File: config.mk
export PLATFORM = sky130hd
export DESIGN_NAME = load_store_unit
export DESIGN_NICKNAME = d
export VERILOG_FILES = /design/src/rtl/riscv_pkg.sv /design/src/rtl/lsu_align.sv /design/src/rtl/load_store_unit.sv
export SDC_FILE = /design/constraint.sdc
export NUM_CORES = 1
export LEC_CHECK = 0
export CORE_ASPECT_RATIO = 1.25
export CORE_UTILIZATION = 41
export CTS_BUF_LIST = sky130_fd_sc_hd__clkbuf_2 sky130_fd_sc_hd__clkbuf_4 sky130_fd_sc_hd__clkbuf_8
export DETAILED_ROUTE_END_ITERATION = 10
export PLACE_DENSITY = 0.79
export SYNTH_ARGS = -nofsm -noshare
export SYNTH_HDL_FRONTEND = slang
export SYNTH_SLANG_ARGS = --single-unit
File: constraint.sdc
create_clock -name clk -period 3.01 [get_ports clk]
set_input_delay 0.301 -clock clk [delete_from_list [all_inputs] [get_ports clk]]
set_output_delay 0.301 -clock clk [all_outputs]
set_load 0.02 [all_outputs]
File: src/rtl/riscv_pkg.sv
// Shared core definitions: opcodes, load/store funct3 codes and LSU state encoding.
package riscv_pkg;

  localparam logic [6:0] OP_LOAD  = 7'b0000011;
  localparam logic [6:0] OP_STORE = 7'b0100011;

  localparam logic [2:0] F3_B  = 3'b000;
  localparam logic [2:0] F3_H  = 3'b001;
  localparam logic [2:0] F3_W  = 3'b010;
  localparam logic [2:0] F3_BU = 3'b100;
  localparam logic [2:0] F3_HU = 3'b101;

  typedef enum logic [1:0] {
    ST_IDLE = 2'd0,
    ST_REQ  = 2'd1,
    ST_RESP = 2'd2
  } lsu_state_e;

endpackage

File: src/rtl/lsu_align.sv
// Combinational lane logic for the LSU: access legality, byte enables,
// store data replication and load byte/half extraction with extension.
module lsu_align
  import riscv_pkg::*;
(
  input  logic        mem_read_i,
  input  logic        mem_write_i,
  input  logic [2:0]  funct3_i,
  input  logic [1:0]  addr_lo_i,
  input  logic [31:0] wdata_i,
  input  logic [31:0] bus_rdata_i,
  output logic        legal_o,
  output logic [3:0]  be_o,
  output logic [31:0] wdata_lane_o,
  output logic [31:0] rdata_ext_o
);

  logic        f3_ok;
  logic        aligned;
  logic [31:0] shifted;

  // Legal = one direction only, funct3 valid for that direction, naturally aligned.
  always_comb begin
    f3_ok   = 1'b0;
    aligned = 1'b1;
    case (funct3_i)
      F3_B:  f3_ok = 1'b1;
      F3_H:  begin f3_ok = 1'b1;       aligned = ~addr_lo_i[0];        end
      F3_W:  begin f3_ok = 1'b1;       aligned = (addr_lo_i == 2'b00); end
      F3_BU: f3_ok = mem_read_i;
      F3_HU: begin f3_ok = mem_read_i; aligned = ~addr_lo_i[0];        end
      default: f3_ok = 1'b0;
    endcase
    legal_o = (mem_read_i ^ mem_write_i) & f3_ok & aligned;
  end

  // Byte enables and replicated store data; loads always read the whole word.
  always_comb begin
    be_o         = 4'b1111;
    wdata_lane_o = wdata_i;
    if (!mem_read_i) begin
      case (funct3_i[1:0])
        2'b00: begin be_o = 4'b0001 << addr_lo_i; wdata_lane_o = {4{wdata_i[7:0]}};  end
        2'b01: begin be_o = 4'b0011 << addr_lo_i; wdata_lane_o = {2{wdata_i[15:0]}}; end
        default: begin be_o = 4'b1111;            wdata_lane_o = wdata_i;            end
      endcase
    end
  end

  // Shift the addressed byte/half down to bit 0, then sign- or zero-extend.
  always_comb begin
    shifted = bus_rdata_i >> {addr_lo_i, 3'b000};
    case (funct3_i)
      F3_B:    rdata_ext_o = {{24{shifted[7]}}, shifted[7:0]};
      F3_H:    rdata_ext_o = {{16{shifted[15]}}, shifted[15:0]};
      F3_BU:   rdata_ext_o = {24'd0, shifted[7:0]};
      F3_HU:   rdata_ext_o = {16'd0, shifted[15:0]};
      default: rdata_ext_o = bus_rdata_i;
    endcase
  end

endmodule

File: src/rtl/load_store_unit.sv
// Load/store unit: single-outstanding req/ack data bus master for the core.
// Optional wait-for-ack timeout is enabled by defining LSU_TIMEOUT_EN.
module load_store_unit
  import riscv_pkg::*;
#(
  parameter int ADDR_W         = 32,
  parameter int TIMEOUT_CYCLES = 255
) (
  input  logic              clk,
  input  logic              rst,
  input  logic              start,
  input  logic              mem_read,
  input  logic              mem_write,
  input  logic [2:0]        funct3,
  input  logic [ADDR_W-1:0] addr,
  input  logic [31:0]       wdata,
  output logic              busy,
  output logic              done,
  output logic              fault,
  output logic [31:0]       rdata_out,
  output logic              bus_req,
  output logic              bus_we,
  output logic [ADDR_W-1:0] bus_addr,
  output logic [3:0]        bus_be,
  output logic [31:0]       bus_wdata,
  input  logic              bus_ack,
  input  logic [31:0]       bus_rdata
);

  lsu_state_e        state_q;
  logic              busy_q, done_q, fault_q;
  logic              bus_req_q, bus_we_q;
  logic [ADDR_W-1:0] bus_addr_q;
  logic [3:0]        bus_be_q;
  logic [31:0]       bus_wdata_q;
  logic [31:0]       rdata_out_q;
  logic              is_load_q;
  logic [2:0]        f3_q;
  logic [1:0]        addr_lo_q;

  logic              legal_d;
  logic [3:0]        be_d;
  logic [31:0]       wdata_lane_d;
  logic [31:0]       rdata_ext_d;
  logic [2:0]        sel_f3;
  logic [1:0]        sel_addr_lo;

`ifdef LSU_TIMEOUT_EN
  localparam int CNT_W = ($clog2(TIMEOUT_CYCLES + 1) > 8) ? $clog2(TIMEOUT_CYCLES + 1) : 8;
  localparam logic [CNT_W-1:0] CNT_LAST = CNT_W'(TIMEOUT_CYCLES - 1);
  logic [CNT_W-1:0] cnt_q;
`endif

  // In IDLE the aligner sees the live request; afterwards it decodes the latched one.
  always_comb begin
    sel_f3      = (state_q == ST_IDLE) ? funct3    : f3_q;
    sel_addr_lo = (state_q == ST_IDLE) ? addr[1:0] : addr_lo_q;
  end

  lsu_align u_align (
    .mem_read_i   (mem_read),
    .mem_write_i  (mem_write),
    .funct3_i     (sel_f3),
    .addr_lo_i    (sel_addr_lo),
    .wdata_i      (wdata),
    .bus_rdata_i  (bus_rdata),
    .legal_o      (legal_d),
    .be_o         (be_d),
    .wdata_lane_o (wdata_lane_d),
    .rdata_ext_o  (rdata_ext_d)
  );

  // Access FSM with registered bus and handshake outputs.
  always_ff @(posedge clk or posedge rst) begin
    if (rst) begin
      state_q     <= ST_IDLE;
      busy_q      <= 1'b0;
      done_q      <= 1'b0;
      fault_q     <= 1'b0;
      bus_req_q   <= 1'b0;
      bus_we_q    <= 1'b0;
      bus_addr_q  <= '0;
      bus_be_q    <= 4'b0000;
      bus_wdata_q <= 32'd0;
      rdata_out_q <= 32'd0;
      is_load_q   <= 1'b0;
      f3_q        <= 3'b000;
      addr_lo_q   <= 2'b00;
`ifdef LSU_TIMEOUT_EN
      cnt_q       <= '0;
`endif
    end else begin
      case (state_q)
        ST_IDLE: begin
          done_q  <= 1'b0;
          fault_q <= 1'b0;
          if (start) begin
            is_load_q <= mem_read;
            f3_q      <= funct3;
            addr_lo_q <= addr[1:0];
            busy_q    <= 1'b1;
            if (legal_d) begin
              state_q     <= ST_REQ;
              bus_req_q   <= 1'b1;
              bus_we_q    <= mem_write;
              bus_addr_q  <= {addr[ADDR_W-1:2], 2'b00};
              bus_be_q    <= be_d;
              bus_wdata_q <= wdata_lane_d;
`ifdef LSU_TIMEOUT_EN
              cnt_q       <= '0;
`endif
            end else begin
              state_q <= ST_RESP;
              done_q  <= 1'b1;
              fault_q <= 1'b1;
            end
          end
        end
        ST_REQ: begin
          if (bus_ack) begin
            state_q   <= ST_RESP;
            bus_req_q <= 1'b0;
            done_q    <= 1'b1;
            fault_q   <= 1'b0;
            if (is_load_q) rdata_out_q <= rdata_ext_d;
          end
`ifdef LSU_TIMEOUT_EN
          else if (cnt_q == CNT_LAST) begin
            state_q   <= ST_RESP;
            bus_req_q <= 1'b0;
            done_q    <= 1'b1;
            fault_q   <= 1'b1;
          end else begin
            cnt_q <= cnt_q + 1'b1;
          end
`endif
        end
        ST_RESP: begin
          state_q <= ST_IDLE;
          busy_q  <= 1'b0;
          done_q  <= 1'b0;
          fault_q <= 1'b0;
        end
        default: begin
          state_q   <= ST_IDLE;
          busy_q    <= 1'b0;
          done_q    <= 1'b0;
          fault_q   <= 1'b0;
          bus_req_q <= 1'b0;
        end
      endcase
    end
  end

  assign busy      = busy_q;
  assign done      = done_q;
  assign fault     = fault_q;
  assign rdata_out = rdata_out_q;
  assign bus_req   = bus_req_q;
  assign bus_we    = bus_we_q;
  assign bus_addr  = bus_addr_q;
  assign bus_be    = bus_be_q;
  assign bus_wdata = bus_wdata_q;

endmodule

Yosys cells after proc, flatten, opt, wreduce, memory -nomap -nowiden
Cells that the tools add are included.
- equal/unequal tests: 10
- shift-type cells: 3
- mux-type cells: 24
- bitwise operators: 6
- reduce and logical (&&, ||, !) cells: 13
- operators with widths (kind ; count):
    32-bit case mux with 4 select lines ; 1
    32-bit case mux with 2 select lines ; 1
    32-bit two-way mux ; 1
    32-bit by 5-bit >> shifter with 16-bit output ; 1
    1-bit case mux with 2 select lines ; 5
    2-bit two-way mux ; 4
    4-bit case mux with 2 select lines ; 1
    1-bit two-way mux ; 7
    3-bit == test, second input constant ; 2
    2-bit logical NOT ; 3
    2-bit inequality test, second input constant ; 3
    2-bit AND reduction ; 3
    3-bit AND reduction ; 2
    2-bit by 1-bit == test with 1-bit output, second input constant ; 2
    4-bit two-way mux ; 1
    2-bit case mux with 2 select lines ; 1
    4-bit AND reduction ; 1
    2-bit OR reduction ; 2
    1-bit by 2-bit left shift with 4-bit output, first input constant ; 1
    2-bit by 2-bit left shift with 4-bit output, first input constant ; 1
    3-bit by 1-bit == test with 1-bit output, second input constant ; 1
    3-bit by 2-bit == test with 1-bit output, second input constant ; 1
    3-bit logical NOT ; 1
    3-bit two-way mux ; 1
    other kinds (6) ; 9
- flip-flop bits (word level): 111
- input port bits: 105
- output and inout bits: 105

Depth between registers and ports, before layout
Gate-level depths: netlist of run 1.
- depth in word-level cells: 10
- gate-level depth with buffers: 9
- depth with buffers taken out: 6

By module
Synthesis of run 1 repeated with hierarchy kept, for this count alone.
- cell total of the unflattened synthesis: 454
- area total of the unflattened synthesis: 5839.4 um^2
- modules (own cells, without submodules) (module ; times used ; cells an instance ; area an instance (um^2) ; sequential area each (um^2)):
    load_store_unit ; 1 ; 258 ; 4391.7 ; 2777.7
    lsu_align ; 1 ; 196 ; 1447.6 ; 0.0

Worst setup path before layout of run 1
OpenSTA, ideal clock, no wires.
- path type: register to register
- start: register state_q[0]
- end: register rdata_out_q[16], in the netlist rdata_out[16]
- setup time: 129 ps
- arrival: 2040 ps
- slack: 841 ps
- stages on the path, launching flop included: 9
- buffers on the path: 2
- period minus slack after synthesis: 2169 ps
- cells stage by stage: dfrtp_1 nor2_2 buf_4 mux2i_2 nand3_1 and3_1 o2111ai_2 buf_2 nand3_1
- cells in the longest elaborated chain, start to end: 4
- RTL lines (item ; RTL line ; RTL):
    start: declaration ; load_store_unit.sv:30 ; lsu_state_e state_q;
    start signal: assignment ; load_store_unit.sv:76 ; state_q <= ST_IDLE;
    start signal: assignment ; load_store_unit.sv:103 ; state_q <= ST_REQ;
    start signal: assignment ; load_store_unit.sv:113 ; state_q <= ST_RESP;
    2-bit logical NOT ; load_store_unit.sv:56, load_store_unit.sv:57 ;
    2-bit two-way mux or 3-bit two-way mux (tied branches) ; load_store_unit.sv:57, load_store_unit.sv:56 ;
    32-bit by 5-bit >> shifter with 16-bit output, or another cell as far along ; lsu_align.sv:52 ; shifted = bus_rdata_i >> {addr_lo_i, 3'b000};
    32-bit case mux with 4 select lines ; lsu_align.sv:53 ; case (funct3_i)
    end signal: assignment ; load_store_unit.sv:125 ; if (is_load_q) rdata_out_q <= rdata_ext_d;
    end: declaration ; load_store_unit.sv:36 ; logic [31:0] rdata_out_q;
Several ways; a longest one is shown, not always the timed one.
A chain may end at the register's enable or synchronous reset.

Worst setup path in the final report of run 1
- start: register state_q[0]
- end: register bus_wdata_q[13], in the netlist bus_wdata[13]
- cells in the longest elaborated chain, start to end: 8
- RTL lines (item ; RTL line ; RTL):
    2-bit logical NOT (*) ; load_store_unit.sv:56, load_store_unit.sv:57, load_store_unit.sv:93 ;
    3-bit two-way mux ; load_store_unit.sv:56 ; sel_f3 = (state_q == ST_IDLE) ? funct3 : f3_q;
    3-bit by 2-bit == test with 1-bit output, or another cell as far along ; lsu_align.sv:26 ; case (funct3_i)
    3-bit OR reduction (no source line) or 2-bit OR reduction (tied branches) ; -- ;
    1-bit case mux with 2 select lines ; lsu_align.sv:26 ;
    1-bit bitwise AND (2 in a row) ; lsu_align.sv:34 ; legal_o = (mem_read_i ^ mem_write_i) & f3_ok & aligned;
    3-bit AND reduction (no source line) ; -- ;
    end signal: assignment ; load_store_unit.sv:108 ; bus_wdata_q <= wdata_lane_d;
    end: declaration ; load_store_unit.sv:35 ; logic [31:0] bus_wdata_q;
Mark *: on every way between the ends. The rest lies on a longest branch, timed or not.

==> reports/results.ini, run 1 <==
[yosys]
ys_warn_count = 0
synthTopCellsByArea = dfrtp_1 (51%), mux2_2 (6.8%), nand2_1 (6.4%), o21ai_0 (4.9%), mux2_4 (4.7%)
syn-cell-area_um2 = 5490
ys_async_sr_fraction = 1.00
synthAdderAreaFrac = 0
synthSimpleGateAreaFrac = 0.150
synth.distinct_cells = 44
ys_seq_elements = 111
muxShareOfSynthArea = 0.152
synth_top_family_by_area = multiplexers
post-synth-top-count-cell = dfrtp_1
yosysTopAreaCell = dfrtp_1
yosysTopAreaCellShare = 0.506
synth_top_cells_by_count = dfrtp_1 (111), nand2_1 (93), o21ai_0 (54), nand3_1 (47), mux2_2 (33)
synth_edf_count = 0
synth_xor_area_frac = 0
ys.flop_type = dfrtp_1
synth_compound_area_frac = 0.152
ys_seq_area_frac = 0.506
synth_cells = 535
syn_area_per_cell_um2 = 10.3

[timing]
max_freq_mhz = 382
slew_headroom = 0.550
slew_viol_final = 0
period_share = 0.869
fin_skew_ns = 0.00896
rsz0062_at_grt = false
fin_ws_ns = 0.396
hold_violations = 0
setup_viol = 0
fin_crit_ns = 2.61
worstMarginPinSlew_ns = 0.674
tns_ns = 0

[grt]
antenna_found_initial = 0
grt.total_usage = 0.234
grt_pass1_wl_mm = 25.3
grt_pass1_vias = 4915
grt_max_degree = 56
grt_overflow = 0

[critical_path]
crit_arrival_ns = 2.91
required_ns = 3.31
r2r_slack_ns = 0.40
slowest_stage = dfrtp_1
cpPeakStageDelay_ns = 0.52
crit_type = register to register
rr_worst_depth = 7
crit_path_end_kind = register
crit_top_cell = buf_4
cp_max_fo = 30
startpoint_type = register
cp_cell_sequence = nor2_2 > mux2_2 > a2111oi_4 > o221ai_4 > buf_4 > buf_4 > o21ai_0
rr_startpoint = state_q[0]
r2r-end = bus_wdata[13]

[routing]
drc = 0
route.met2.wl_mm = 7.96
wl_mm = 15.8
vias_per_cell = 5.43
wl_met1_mm = 6.05
vias = 4942
postRouteAntennaNets = 0
drt_iter0_markers = 208
dr_wl_met3_mm = 1.32
wire_per_inst_um = 17.4
highest_layer = met4
dr.pass1.iters = 5

[clocking]
cts_resized = 0
numCtsBuffers = 9
cts_tree = yes
path_clk_slew_ns = 0.10
clock-sinks = 111
clk-insertion-delay-late_ns = 0.38
post_cts_buffers = 0
hold_buffers = 0
clock_tree.htree_level_count = 3
root_buffer = clkbuf_8
clk_path_buf_depth = 2

[final_layout]
drive_above_1_share = 0.135
syn_to_final_growth_pct = 45.5
antennaDiodeCount = 0
nNetsFinal = 843
final_util = 0.619

[power]
swShare = 0.412
combPwrFrac = 0.569
power_switching_mw = 3.38
leakagePower_nw = 3.53
p_total_mw = 8.20
peakVddDrop_mv = 0.538
seq_power_share = 0.317
p_clk_frac = 0.114
power.internal_mw = 4.82
pwr_density_cell_nw_per_um2 = 1030

[placement]
post-dp-hpwl_mm = 11.8
gp_congestion = 0.881
io_buffers = 207
dp_slack_ns = 0.229

[die]
die_x_um = 105
ios = 210
start_util = 0.426
rows = 46
coreArea_um2 = 12900
dieHeight_um = 131
floorplan.die_area_um2 = 13900

[run_status]
status = finished clean

[flow_run]
cap_violations = 0

[min_path]
hold_path.class = primary input to async pin

==> final cells by class <==
| cell class | count | area (um2) |
|---|---|---|
| inverters | 4 | 18.8 |
| clock inverters | 5 | 66.3 |
| flip-flops and latches | 111 | 2780 |
| fillers | 1087 | 4910 |
| well taps | 168 | 210 |
| clock buffers | 10 | 138 |
| multi-input cells | 383 | 2510 |
| repair buffers | 229 | 2260 |
==> power by group through the flow <==
stage                     registers [mW]  logic, mW  clock network [mW]
final                               2.60       4.66               0.937
after global routing                2.69       4.99                1.02
after CTS                           2.61       4.68               0.967
after detailed placement            2.63       4.67                   0
after global placement              2.60       4.57                   0
after floorplan                     3.34       1.89                   0
==> placed cells by master (no fill, tap or decap), types with 2 or more instances in the layout <==
master / count
a311oi_1: 4
nand3_1: 47
mux2i_2: 2
clkbuf_8: 10
o21ai_0: 54
o22ai_1: 8
a22oi_1: 5
buf_12: 2
a21oi_1: 13
mux2_4: 17
clkinv_4: 2
or4b_1: 2
mux2i_1: 18
o21a_1: 2
nor4_1: 2
a31oi_1: 13
a21o_1: 7
clkdlybuf4s50_1: 207
inv_1: 3
mux2_2: 33
o31ai_1: 10
a211oi_1: 2
nand2b_1: 3
dfrtp_1: 111
and3_1: 4
nor2b_1: 7
a22o_1: 5
nand2_1: 93
clkinvlp_4: 2
conb_1: 2
nor2_1: 13
o21ai_2: 2
and2_1: 3
nor2_2: 2
buf_4: 20
==> metrics by stage <==
| step | area (um2) | instances | hold WS (ns) |
|---|---|---|---|
| floorplan | 5500 | 536 | 0.417 |
| global placement | 7780 | 895 | 0.461 |
| detailed placement | 7780 | 895 | 0.465 |
| CTS | 7990 | 910 | 0.319 |
| global route | 7990 | 910 | 0.370 |
| finish | 7990 | 910 | 0.319 |
==> sequential cells by signal (all words and copies together), names as in the netlist <==
register	cells
busy	1
bus_addr	30
bus_wdata	32
f3_q	3
bus_we	1
rdata_out	32
done	1
is_load_q	1
bus_be	4
fault	1
addr_lo_q	2
bus_req	1
state_q	2
==> how the worst max path moves through the flow <==
stage / slack [ns] / startpoint / end / depth (start not counted)
after floorplan: 0.84 / state_q[0] / rdata_out[16] / 8
after global placement: 0.29 / addr[0] / bus_wdata[3] / 7
after CTS: 0.37 / state_q[0] / bus_wdata[13] / 7
after detailed placement: 0.23 / addr[0] / bus_addr[20] / 7
after global routing: 0.25 / state_q[1] / bus_wdata[13] / 7
final: 0.40 / state_q[0] / bus_wdata[13] / 7
==> per-layer routing <==
layer	vias to the layer above	GRT usage
li1	2318	-
met1	2362	0.269
met2	229	0.406
met3	33	0.0620
met4	0	0.103
met5	-	0
==> cell families after synthesis <==
| family | Yosys count |
|---|---|
| and+or+nand+nor | 181 |
| AOI/OAI and AO/OA | 130 |
| DFF | 111 |
| other | 1 |
| buffers and inverters | 42 |
| muxes | 70 |
==> critical path, delay by kind of cell (launching register included) <==
family	cells	cell delay, ns
muxes	1	0.47
DFF	1	0.52
buffers and inverters	2	0.46
and+or+nand+nor	1	0.33
AOI/OAI and AO/OA	3	0.74
Power figures use the tool's default switching activity.
==> run 2: changes to the inputs <==
--- a/config.mk
+++ b/config.mk
@@ -13,3 +13,4 @@
 export SYNTH_ARGS = -nofsm -noshare
 export SYNTH_HDL_FRONTEND = slang
 export SYNTH_SLANG_ARGS = --single-unit
+export TNS_END_PERCENT = 1
==> results of run 2 <==
Final layout, timing and power as in run 1 (identical DEF).
